==> src/rtl/mips_cpu_pkg.sv <==
// Shared types and constants for the MIPS core's program-counter sequencer.
package mips_cpu_pkg;

  typedef enum logic [1:0] {
    SEQ    = 2'd0,
    DELAY  = 2'd1,
    HALTED = 2'd2
  } pc_state_t;

  localparam logic [31:0] RESET_VECTOR_DEFAULT = 32'hBFC00000;
  localparam logic [31:0] HALT_ADDRESS         = 32'h0;
  localparam logic [31:0] INSTR_BYTES          = 32'd4;

  // Sign-extended branch immediate scaled to a byte displacement.
  function automatic logic [31:0] branch_disp(input logic [15:0] offset);
    return {{14{offset[15]}}, offset, 2'b00};
  endfunction

endpackage

==> src/rtl/mips_cpu_pc_sequencer_if.sv <==
// Decode-to-sequencer bundle: redirect requests in, fetch PC and status out.
interface mips_cpu_pc_sequencer_if;

  // No valid/ready pair: redirect fields are level signals describing the
  // instruction at instr_address and are consumed only on a cycle where the
  // sequencer advances (clk_enable & ~stall & active); otherwise ignored.
  logic        branch_taken;
  logic [15:0] branch_offset;
  logic        jump;
  logic [25:0] jump_index;
  logic        jump_reg;
  logic [31:0] jump_reg_target;

  logic [31:0] instr_address;
  logic        active;
  logic        delay_slot;
  logic        addr_error;

  modport master (
    output branch_taken, branch_offset, jump, jump_index, jump_reg, jump_reg_target,
    input  instr_address, active, delay_slot, addr_error
  );

  modport slave (
    input  branch_taken, branch_offset, jump, jump_index, jump_reg, jump_reg_target,
    output instr_address, active, delay_slot, addr_error
  );

endinterface

==> src/rtl/mips_cpu_branch_target.sv <==
// Redirect target computation and priority select (jump_reg > jump > branch).
// MIPS_PC_ALIGN_CHECK_EN keeps misaligned low bits so the sequencer can trap.
module mips_cpu_branch_target
  import mips_cpu_pkg::*;
(
  input  logic [31:0] pc,
  input  logic        branch_taken,
  input  logic [15:0] branch_offset,
  input  logic        jump,
  input  logic [25:0] jump_index,
  input  logic        jump_reg,
  input  logic [31:0] jump_reg_target,
  output logic [31:0] link,
  output logic        redirect,
  output logic [31:0] target
);

  logic [31:0] branch_target;
  logic [31:0] jump_target;
  logic [31:0] raw_target;

  assign link          = pc + INSTR_BYTES;
  assign branch_target = link + branch_disp(branch_offset);
  assign jump_target   = {link[31:28], jump_index, 2'b00};
  assign redirect      = branch_taken | jump | jump_reg;

  always_comb begin
    raw_target = branch_target;
    if (jump_reg) begin
      raw_target = jump_reg_target;
    end else if (jump) begin
      raw_target = jump_target;
    end
  end

`ifdef MIPS_PC_ALIGN_CHECK_EN
  assign target = raw_target;
`else
  assign target = raw_target & ~32'h3;
`endif

endmodule

==> src/rtl/mips_cpu_pc_sequencer.sv <==
// Program-counter sequencer with one-instruction delay slot and halt at PC 0.
// Optional feature macro: MIPS_PC_ALIGN_CHECK_EN (trap on misaligned target).
module mips_cpu_pc_sequencer
  import mips_cpu_pkg::*;
#(
  parameter logic [31:0] RESET_VECTOR = RESET_VECTOR_DEFAULT
)(
  input  logic                    clk,
  input  logic                    reset,
  input  logic                    clk_enable,
  input  logic                    stall,
  mips_cpu_pc_sequencer_if.slave  seq_if,
  output pc_state_t               state_dbg
);

  pc_state_t   state_q, state_d;
  logic [31:0] pc_q, pc_d;
  logic [31:0] pending_q, pending_d;
  logic [31:0] link;
  logic [31:0] target;
  logic        redirect;
  logic        active;
  logic        advance;
  logic        misaligned;

  mips_cpu_branch_target u_target (
    .pc              (pc_q),
    .branch_taken    (seq_if.branch_taken),
    .branch_offset   (seq_if.branch_offset),
    .jump            (seq_if.jump),
    .jump_index      (seq_if.jump_index),
    .jump_reg        (seq_if.jump_reg),
    .jump_reg_target (seq_if.jump_reg_target),
    .link            (link),
    .redirect        (redirect),
    .target          (target)
  );

  // Decoded straight from the registers so active drops with the PC reading 0.
  assign active  = (state_q != HALTED) && (pc_q != HALT_ADDRESS);
  assign advance = clk_enable & ~stall & active;

`ifdef MIPS_PC_ALIGN_CHECK_EN
  assign misaligned = (pending_q[1:0] != 2'b00);
`else
  assign misaligned = 1'b0;
`endif

  always_comb begin
    state_d   = state_q;
    pc_d      = pc_q;
    pending_d = pending_q;
    if (advance) begin
      unique case (state_q)
        SEQ: begin
          pc_d = link;
          if (redirect) begin
            pending_d = target;
            state_d   = DELAY;
          end
        end
        DELAY: begin
          if (misaligned) begin
            state_d = HALTED;
          end else begin
            pc_d    = pending_q;
            state_d = SEQ;
          end
        end
        default: state_d = HALTED;
      endcase
      if (pc_d == HALT_ADDRESS) begin
        state_d = HALTED;
      end
    end
  end

  always_ff @(posedge clk or negedge reset) begin
    if (!reset) begin
      state_q   <= SEQ;
      pc_q      <= RESET_VECTOR;
      pending_q <= '0;
    end else begin
      state_q   <= state_d;
      pc_q      <= pc_d;
      pending_q <= pending_d;
    end
  end

`ifdef MIPS_PC_ALIGN_CHECK_EN
  logic addr_error_q;

  always_ff @(posedge clk or negedge reset) begin
    if (!reset) begin
      addr_error_q <= 1'b0;
    end else if (advance && state_q == DELAY && misaligned) begin
      addr_error_q <= 1'b1;
    end
  end

  assign seq_if.addr_error = addr_error_q;
`else
  assign seq_if.addr_error = 1'b0;
`endif

  assign seq_if.instr_address = pc_q;
  assign seq_if.active        = active;
  assign seq_if.delay_slot    = (state_q == DELAY);
  assign state_dbg            = state_q;

endmodule

==> src/flat_wrapper.sv <==
// flat-port wrapper written by rule: the top's interface ports become plain ports
module mips_cpu_pc_sequencer_flat import mips_cpu_pkg::*;
#(
  parameter logic [31:0] RESET_VECTOR = RESET_VECTOR_DEFAULT
)
  (clk, reset, clk_enable, stall, state_dbg, seq_if_branch_taken, seq_if_branch_offset, seq_if_jump, seq_if_jump_index, seq_if_jump_reg, seq_if_jump_reg_target, seq_if_instr_address, seq_if_active, seq_if_delay_slot, seq_if_addr_error);
  mips_cpu_pc_sequencer_if seq_if_i ();
  input  logic clk;
  input  logic reset;
  input  logic clk_enable;
  input  logic stall;
  output pc_state_t state_dbg;
  input wire logic [$bits(seq_if_i.branch_taken)-1:0] seq_if_branch_taken;
  input wire logic [$bits(seq_if_i.branch_offset)-1:0] seq_if_branch_offset;
  input wire logic [$bits(seq_if_i.jump)-1:0] seq_if_jump;
  input wire logic [$bits(seq_if_i.jump_index)-1:0] seq_if_jump_index;
  input wire logic [$bits(seq_if_i.jump_reg)-1:0] seq_if_jump_reg;
  input wire logic [$bits(seq_if_i.jump_reg_target)-1:0] seq_if_jump_reg_target;
  output wire logic [$bits(seq_if_i.instr_address)-1:0] seq_if_instr_address;
  output wire logic [$bits(seq_if_i.active)-1:0] seq_if_active;
  output wire logic [$bits(seq_if_i.delay_slot)-1:0] seq_if_delay_slot;
  output wire logic [$bits(seq_if_i.addr_error)-1:0] seq_if_addr_error;
  assign seq_if_i.branch_taken = seq_if_branch_taken;
  assign seq_if_i.branch_offset = seq_if_branch_offset;
  assign seq_if_i.jump = seq_if_jump;
  assign seq_if_i.jump_index = seq_if_jump_index;
  assign seq_if_i.jump_reg = seq_if_jump_reg;
  assign seq_if_i.jump_reg_target = seq_if_jump_reg_target;
  assign seq_if_instr_address = seq_if_i.instr_address;
  assign seq_if_active = seq_if_i.active;
  assign seq_if_delay_slot = seq_if_i.delay_slot;
  assign seq_if_addr_error = seq_if_i.addr_error;
  mips_cpu_pc_sequencer #(.RESET_VECTOR(RESET_VECTOR)) u_core (.clk(clk), .reset(reset), .clk_enable(clk_enable), .stall(stall), .seq_if(seq_if_i), .state_dbg(state_dbg));
endmodule
==> config.mk <==
export PLATFORM = sky130hd
export DESIGN_NAME = mips_cpu_pc_sequencer_flat
export DESIGN_NICKNAME = d
export VERILOG_FILES = /design/src/rtl/mips_cpu_pkg.sv /design/src/rtl/mips_cpu_pc_sequencer_if.sv /design/src/rtl/mips_cpu_branch_target.sv /design/src/rtl/mips_cpu_pc_sequencer.sv /design/src/flat_wrapper.sv
export SDC_FILE = /design/constraint.sdc
export NUM_CORES = 1
export LEC_CHECK = 0
export BUFFER_PORTS_ARGS = -buffer_cell sky130_fd_sc_hd__buf_4
export CORE_ASPECT_RATIO = 0.5
export CORE_MARGIN = 5
export CORE_UTILIZATION = 40
export DETAILED_ROUTE_END_ITERATION = 10
export HOLD_SLACK_MARGIN = 0.1
export PLACE_DENSITY_LB_ADDON = 0.2
export SYNTH_ARGS = -nofsm -noshare
export SYNTH_HDL_FRONTEND = slang
export SYNTH_SLANG_ARGS = --single-unit
==> constraint.sdc <==
create_clock -name clk -period 3.6 [get_ports clk]
set_input_delay 0.72 -clock clk [delete_from_list [all_inputs] [get_ports clk]]
set_output_delay 0.72 -clock clk [all_outputs]
set_load 0.01 [all_outputs]
=== Word level (Yosys, flattened, before mapping) ===
Cells that the tools add are included.
Widths: inputs -> output; s select.

* Register bits after elaboration: 64
* Input port bits: 81
* Output and inout port bits: 37
* Word-level logic and storage cells: 26

* Add/sub/neg operators: 2
* Equality and inequality tests: 3
* Mux-type cells: 7
* Bitwise logic cells: 5
* Reduce and logical (&&, ||, !) cells: 6

{| class="wikitable"
|+ Operators by type and width
! cell !! count
|-
| $mux 32 || 3
|-
| $pmux 32 s2 || 1
|-
| $add 32x3->32 const B || 1
|-
| $add 32x32->32 || 1
|-
| $logic_not 32->1 || 1
|-
| $reduce_bool 32->1 || 1
|-
| $mux 2 || 2
|-
| $pmux 2 s2 || 1
|-
| $ne 3x1->1 const B || 1
|-
| $reduce_and 3->1 || 1
|-
| $and 1x1->1 || 2
|-
| $eq 2x1->1 const B || 1
|-
| $logic_not 2->1 || 1
|-
| $ne 2x2->1 const B || 1
|-
| $or 1x1->1 || 2
|-
| $reduce_and 2->1 || 1
|-
| $logic_and 1x1->1 || 1
|-
| $not 1->1 || 1
|}

=== Logic depth before layout (Yosys ltp) ===
Gate-level depths: netlist of run 1.

* Depth in word-level cells: 7
* Depth in mapped cells: 17
* Mapped depth without buffers: 15

=== Modules after synthesis ===
Synthesis of run 1 repeated with hierarchy kept, for this count alone.

* Cells, all modules: 678
* Area, all modules: 5972.0 um^2

{| class="wikitable"
|+ By module, submodules not included
! module !! instances !! cells each !! area each (um^2) !! sequential area each (um^2)
|-
| mips_cpu_pc_sequencer || 1 || 287 || 3234.4 || 1662.8
|-
| mips_cpu_branch_target || 1 || 391 || 2737.6 || 0.0
|}

=== Worst setup path after synthesis of run 1 ===
OpenSTA, ideal clock, no wires.

* Path type: register to register
* Start: reg u_core.pc_q[2], in the netlist u_core.seq_if.instr_address[2]
* End: reg u_core.pending_q[31]
* Setup time: 0.069 ns
* Data arrival time: 3.838 ns
* Required time: 3.531 ns
* Slack: -0.307 ns
* Cell stages (with the launch flop): 16
* Path buffers: 0
* Clock period less this slack: 3.907 ns
* Cell sequence: dfrtp_1 > ha_1 > inv_1 > nor4_4 > and4_4 > xor2_1 > ha_1 > a21o_1 > a21o_1 > a21o_1 > a22o_1 > a311oi_1 > o21ai_1 > xnor2_1 > or4_1 > nand3_1

* Word-level cells in the longest chain between the ends: 4
* Elaborated cells on any way between the ends: 8
* Classes of those cells: 2 x add/sub; 2 x mux; 1 x bitwise; 3 x reduce/logical

{| class="wikitable"
|+ RTL lines
! item !! line !! source
|-
| start: declaration || mips_cpu_pc_sequencer.sv:17 || <nowiki>logic [31:0] pc_q, pc_d;</nowiki>
|-
| start signal: assignment || mips_cpu_pc_sequencer.sv:85 || <nowiki>pc_q <= pc_d;</nowiki>
|-
| $add 32x3->32 or $reduce_bool 32->1 (tied branches) || mips_cpu_branch_target.sv:22, mips_cpu_pc_sequencer.sv:40 ||
|-
| $add 32x32->32 or $logic_and 1x1->1 (tied branches) || mips_cpu_branch_target.sv:23, mips_cpu_pc_sequencer.sv:40 ||
|-
| $mux 32 or $and 1x1->1 (tied branches) || mips_cpu_branch_target.sv:31, mips_cpu_pc_sequencer.sv:41 ||
|-
| $mux 32 or $reduce_and 3->1 (tied branches) || -- ||
|-
| end signal: assignment || mips_cpu_pc_sequencer.sv:86 || <nowiki>pending_q <= pending_d;</nowiki>
|-
| end: declaration || mips_cpu_pc_sequencer.sv:18 || <nowiki>logic [31:0] pending_q, pending_d;</nowiki>
|}

Several ways; a longest one is shown, not always the timed one.
A chain may end at the register's enable or synchronous reset.

=== Final worst setup path of run 1 ===
* Start: reg u_core.pc_q[3], in the netlist u_core.seq_if.instr_address[3]
* End: reg u_core.pending_q[26]

Same word-level chain as after synthesis.

==> results of run 1 <==
==> layout make-up <==
class | count | share of cell area (%)
clock buffers | 9 | 2.38
clock inverters | 7 | 0.767
inverters | 19 | 0.780
multi-input cells | 665 | 53.2
flip-flops and latches | 64 | 17.1
well taps | 204 | 2.70
repair buffers | 287 | 23.1
==> flip-flops by register name (all words and copies together), names as in the netlist <==
signal	cells
u_core.seq_if.instr_address	32
u_core.state_dbg	2
u_core.pending_q	30
==> kinds of logic after synthesis <==
group                    after synthesis  share of synthesized area (%)
adder cells (fa/ha/maj)               38                           7.62
flip-flops                            64                           25.5
multiplexers                          21                           3.52
XOR/XNOR                              50                           6.91
other                                  1                         0.0592
buffers and inverters                 83                           5.45
AND/OR/NAND/NOR                      277                           21.9
AO/OA/AOI/OAI                        278                           29.1
==> through the flow <==
| step | setup TNS [ps] | hold slack [ps] | std cells |
|---|---|---|---|
| floorplan | -4.27 | 424 | 812 |
| global placement | -578 | 465 | 1206 |
| detailed placement | -850 | 475 | 1206 |
| CTS | -120 | 491 | 1238 |
| global route | -1390 | 527 | 1255 |
| finish | -133 | 478 | 1255 |
==> layout by cell type, fill, tap and decap left out, types with 14 or more instances in the layout <==
cell / count
ha_4: 14
inv_1: 15
buf_4: 280
o211ai_1: 14
ha_1: 22
dfrtp_1: 49
nor3_1: 15
nor2_1: 67
nand2_1: 85
o21ai_0: 69
a21oi_1: 46
a21o_1: 25
nand3_1: 16
xnor2_1: 17
==> worst max-delay path: stages (launching register included) <==
cell and delay, ps:
dfrtp_2 420, buf_4 130, nand2_2 70, nor3_2 190
buf_4 190, nand2_4 70, nor2_4 110, xor2_2 200
buf_4 160, ha_1 240, a21o_1 170, and2_1 160
or3_1 310, a211o_1 320, a31oi_1 260, xnor2_1 180
o21ai_1 100, a221o_1 310
==> routing by layer <==
metal	up-vias	share of wire [%]	global-route usage (%)
met5	-	0	0
met4	0	1.0	4.74
met3	23	10	5.56
met2	378	42	37.2
met1	3557	46	39.9
li1	3447	-	-
==> power groups by stage <==
stage / clock (uW) / combinational, uW / sequential [uW]
final: 884 / 4770 / 1340
after global routing: 923 / 5120 / 1360
after CTS: 893 / 4200 / 1310
after detailed placement: 0 / 4020 / 1320
after global placement: 0 / 3950 / 1310
after floorplan: 0 / 2290 / 1300
==> path summary, 6_finish.rpt <==
| check | startpoint | end | slack [ps] |
|---|---|---|---|
| worst min-delay path | reset | u_core.pending_q[4]$_DFFE_PN0P_ | 480 |
| min in group clk | u_core.pending_q[5]$_DFFE_PN0P_ | u_core.pending_q[5]$_DFFE_PN0P_ | 480 |
| worst min register to register | u_core.pending_q[5]$_DFFE_PN0P_ | u_core.pending_q[5]$_DFFE_PN0P_ | 480 |
| worst max-delay path | u_core.seq_if.instr_address[3]$_DFFE_PN0P_ | u_core.pending_q[26]$_DFFE_PN0P_ | -110 |
| max in group asynchronous | reset | u_core.seq_if.instr_address[5]$_DFFE_PN0P_ | 2530 |
| worst max register to register | u_core.seq_if.instr_address[3]$_DFFE_PN0P_ | u_core.pending_q[26]$_DFFE_PN0P_ | -110 |
==> repair_timing <==
item                       4_1_cts  5_1_grt
gates resized for setup         35       76
setup buffers                   18       17
setup endpoints to repair       10       18
hold buffers                     0        0
pin swaps                       23       52
==> qor.yml, run 1 <==
post_synth_num_cell_types: 77
p_switching_uw: 3160
final_nets: 1165
ys_ff_latch: 64
worstSetupPathType: "register to register"
die_area_sq_um: 18600
cp.arrival_ps: 3940
grt_remaining_overflow: 0
drv_slew: 0
numCtsBuffers: 9
antenna_found_initial: 0
async_flop_share_pct: 100
cts_tree: "yes"
clockRootBuffer: "clkbuf_16"
final_cell_area_sq_um: 9460
yosysMostFrequentCell: "nand2_1"
setup_viol: 2
power_density_nw_per_um2: 739
grt_max_degree: 65
io_pins: 118
power.share.clock_pct: 12.6
skew_ps: 7.52
syn-num-nets: 931
routed_wl_um: 25800
yosysSeqAreaShare_pct: 25.5
r2r_cells: 17
synth_edf_count: 0
seq_power_share_pct: 19.1
slew_headroom_pct: 41.2
grt_first_pass_wirelength_um: 38100
synth-main-ff-cell: "dfrtp_1"
finalHoldViolCount: 0
yosys.area.top_type: "dfrtp_1"
portBuffers: 114
insertion_delay_ps: 350
maxCapViolations: 0
via_count: 7405
grt_pass1_vias: 6823
yosysTopAreaCellShare_pct: 21.7
row_count: 32
multiInputGateArea_sq_um: 5030
p_int_uw: 3830
drc: 0
worstMarginPinSlew_ps: 879
clk_pin_slew_ps: 60
drt_iter0_markers: 816
period_share_pct: 103
failed_checks: "setup timing"
ys_top_cells_by_count: "88 x nand2_1, 81 x o21ai_0, 69 x nor2_1, 55 x dfrtp_1, 52 x a21oi_1"
cp-start-kind: "register"
synth_area_per_cell_sq_um: 7.80
syn2layout_area_growth_pct: 49.3
end_kind: "register"
antenna_cells: 0
wl_per_cell_um: 20.5
via_per_inst: 5.90
grtUsageTotal_pct: 25.9
p_total_uw: 6990
yosysWarnings: 0
seqCellArea_sq_um: 1620
status: "finished with violations"
crit_fanout: 6
die_y_um: 99.0
p_leak_uw: 0.00437
ir_drop_mv: 0.265
core_area_sq_um: 15500
syn-cell-area_sq_um: 6330
sw_frac_of_total_pct: 45.2
place.gp.congestion: 0.947
clock.fmax_mhz: 269
power_frac_comb_pct: 68.2
placed_area_sq_um: 8250
nFillCells: 1362
hold_class: "primary input to async pin"
cts_max_level: 3
utilization_pct: 61.2
die_w_um: 188
cts.sinks: 64
fin_crit_ps: 3710
rsz0062_at_grt: "true"
synthCells: 812
worst_slack_ps: -113
initial_core_util_pct: 41.0
layout-drive-gt1-share_pct: 40.2
synth_area_leaders: "dfrtp_1 22%, ha_1 7.3%, o21ai_0 6.4%"
hpwl_um: 18800
dr.pass1.iters: 7
pre_cts_ws_ps: -170
antenna_left: 0
cts_max_path_buffers: 2
critical_path_required_ps: 3830
Note: power is estimated with default switching activity, not from simulation.
==> inputs of run 2 (changes only) <==
--- a/config.mk
+++ b/config.mk
@@ -8,10 +8,11 @@
 export BUFFER_PORTS_ARGS = -buffer_cell sky130_fd_sc_hd__buf_4
 export CORE_ASPECT_RATIO = 0.5
 export CORE_MARGIN = 5
-export CORE_UTILIZATION = 40
+export CORE_UTILIZATION = 51
 export DETAILED_ROUTE_END_ITERATION = 10
 export HOLD_SLACK_MARGIN = 0.1
 export PLACE_DENSITY_LB_ADDON = 0.2
 export SYNTH_ARGS = -nofsm -noshare
 export SYNTH_HDL_FRONTEND = slang
+export SYNTH_HIERARCHICAL = 1
 export SYNTH_SLANG_ARGS = --single-unit
==> qor.yml, run 2 <==
synthCells: 678  # -17%
hold_class: "register to register"
grt_max_degree: 67  # +3.1%
skew_ps: 4.00  # -3.52 ps
worstMarginPinSlew_ps: 1130  # +252 ps
synth_area_per_cell_sq_um: 8.81  # +13%
layout_common_cells: "194 x buf_4, 78 x nand2_1, 55 x dfrtp_1"
status: "finished with violations"
clk_pin_slew_ps: 50  # about the same
critical_path_required_ps: 3820  # about the same
clock.fmax_mhz: 275  # +2.0%
grtUsageTotal_pct: 26.3  # +0.42 points
placed_area_sq_um: 7400  # -10%
wl_per_cell_um: 18.9  # -7.8%
power_frac_comb_pct: 12.6  # -56 points
cts_max_path_buffers: 2  # unchanged
seq_power_share_pct: 35.4  # +16 points
fin_crit_ps: 3640  # -73.1 ps
io_pins: 118  # unchanged
initial_core_util_pct: 53.2  # +12 points
die_y_um: 86.5  # -13%
sw_frac_of_total_pct: 21.8  # -23 points
mostFrequentLayoutCell: "buf_4"
critPathMaxStageDelay_ps: 440  # +20 ps
async_flop_share_pct: 100  # unchanged
core_area_sq_um: 11200  # -27%
crit_fanout: 4  # -2
failed_checks: "setup timing"
cp_cell_sequence: "nand3_2 > buf_4 > nor2_4 > nand2_1 > xnor2_2 > ha_1 > a21oi_1 > o21ai_0 > a221o_1 > a41oi_4 > o21ai_4 > a21boi_4 > xor2_1 > o21ai_1 > o21a_1 > mux2_1"
post_synth_num_cell_types: 71  # -7.8%
setup_viol: 5  # +3
hpwl_um: 13700  # -27%
layout-drive-gt1-share_pct: 37.7  # -2.5 points
via_count: 5919  # -20%
antenna_left: 0  # unchanged
insertion_delay_ps: 340  # about the same
die_w_um: 163  # -13%
cp.arrival_ps: 3860  # -80 ps
via_per_inst: 5.83  # -1.3%
yosys.area.top_type: "dfrtp_1"
yosysWarnings: 6  # +6
end_kind: "register"
syn-cell-area_sq_um: 5970  # -5.7%
p_leak_uw: 0.00401  # -8.3%
syn2layout_area_growth_pct: 39.5
place.gp.congestion: 0.878  # -7.3%
grt_first_pass_wirelength_um: 29400  # -23%
dp_cells: 987  # -18%
cts_max_level: 3  # unchanged
hold_buffers: 0  # unchanged
ys_top_cells_by_count: "80 x nand2_1, 57 x dfrtp_1, 55 x o21ai_0, 44 x a21oi_1, 44 x mux2_1"
p_int_uw: 1640  # -57%
cts_tree: "yes"
final_cells: 1016  # -19%
drc: 0  # unchanged
yosysMostFrequentCell: "nand2_1"
drt_iter0_markers: 487  # -40%
synth_area_leaders: "dfrtp_1 24%, mux2_1 8.3%, ha_1 7.3%"
period_share_pct: 101  # -2.0 points
maxCapViolations: 0  # unchanged
final_cell_area_sq_um: 8330  # -12%
grt_remaining_overflow: 0  # unchanged
clockRootBuffer: "clkbuf_16"
cp-start-kind: "register"
worst_slack_ps: -40.3  # +73.1 ps
routed_wl_um: 19300  # -25%
row_count: 27  # -16%
rsz0062_at_grt: "true"
slew_headroom_pct: 24.6  # -17 points
ir_drop_mv: 0.202  # -24%
grt_pass1_vias: 5834  # -14%
drv_slew: 0  # unchanged
synth_edf_count: 0  # unchanged
power_density_nw_per_um2: 252  # -66%
final_nets: 969  # -17%
numCtsBuffers: 9  # unchanged
cpMaxStageDelayCell: "dfrtp_1"
die_area_sq_um: 14100  # -24%
p_switching_uw: 458  # -85%
antenna_cells: 0  # unchanged
yosysTopAreaCellShare_pct: 23.9  # +2.2 points
yosysSeqAreaShare_pct: 27.8  # +2.4 points
synth-main-ff-cell: "dfrtp_1"
portBuffers: 114  # unchanged
cts.sinks: 66  # +3.1%
power.share.clock_pct: 52.0  # +39 points
dr.pass1.iters: 5  # -2
antenna_found_initial: 1  # +1
finalHoldViolCount: 0  # unchanged
ys_ff_latch: 66  # +3.1%
worstSetupPathType: "register to register"
[run 2: cell families (layout without fill, tap and decap cells)]
group	count (synthesis)	after routing	synth area share [%]
and+or+nand+nor	208	208	17.9
adders and majority gates	36	36	7.67
muxes	93	93	16.8
DFF	66	66	27.8
AOI/OAI and AO/OA	171	171	18.1
xor gates and xnor gates	51	51	7.61
other	2	3	0.126
buffers and inverters	51	229	3.94
[run 2: worst paths after layout]
kind / startpoint / endpoint / slack (ps) / cells past startpoint
worst max register to register: u_core/seq_if.instr_address[4]$_DFFE_PN0P_ / u_core/pending_q[22]$_DFFE_PN0P_ / -40 / 16
max in group asynchronous: reset / u_core/seq_if.instr_address[2]$_DFFE_PN0P_ / 2510 / 1
worst max-delay path: u_core/seq_if.instr_address[4]$_DFFE_PN0P_ / u_core/pending_q[22]$_DFFE_PN0P_ / -40 / 16
worst min register to register: u_core/pending_q[16]$_DFFE_PN0P_ / u_core/pending_q[16]$_DFFE_PN0P_ / 480 / 1
worst min-delay path: u_core/pending_q[16]$_DFFE_PN0P_ / u_core/pending_q[16]$_DFFE_PN0P_ / 480 / 1
min in group asynchronous: reset / u_core/pending_q[28]$_DFFE_PN0P_ / 490 / 1
[run 2: layout make-up]
type                       instances  area, sq um
multi-input combinational        562         4530
fill                             829         2880
sequential                        66         1670
timing repair buffer             199         1510
clock buffer                      11          243
tap                              159          199
clock inverter                     5          125
inverter                          14         52.6
[run 2: timing repair]
action                     CTS  global route
hold endpoints to repair     0             0
resized for setup           16            73
cloned                       0             0
pin swaps                    9            42
buffers inserted             3            10
setup endpoints to repair   13            17
[run 2: per-layer routing]
layer / up-vias / global-route usage, % / wire length, um
met5: - / 0 / 13
met4: 2 / 6.47 / 299
met3: 33 / 6.22 / 1150
met2: 222 / 44.4 / 9330
met1: 2861 / 34.5 / 8450
li1: 2801 / - / -
[run 2: power by group through the flow]
| stage | Combinational [uW] | Sequential [uW] | Clock, uW |
|---|---|---|---|
| 2_1_floorplan | 121 | 756 | 0 |
| 3_3_place_gp | 248 | 755 | 0 |
| 3_5_place_dp | 252 | 755 | 0 |
| 4_1_cts | 255 | 743 | 1100 |
| 5_1_grt | 290 | 742 | 1140 |
| 6_report | 265 | 743 | 1090 |
[run 2: per-stage QoR]
step | util, % | setup WS, ps | hold slack, ps | TNS, ps | power, uW
floorplan | - | 101 | 424 | 0 | 877
global placement | 65.9 | -76.6 | 466 | -316 | 1000
detailed placement | 65.9 | -134 | 473 | -860 | 1010
CTS | 70.2 | -21.1 | 485 | -32.9 | 2090
global route | 74.3 | -214 | 504 | -1900 | 2170
finish | 74.3 | -40.3 | 484 | -151 | 2100
[run 2: worst max-delay path: cells and delay by family (launching register included)]
kind	cells	cell delay, ps
xor+xnor	2	430
fa+ha+maj	1	280
buf+inv	1	180
compound gates	8	1530
simple gates	3	370
mux	1	290
flops	1	440
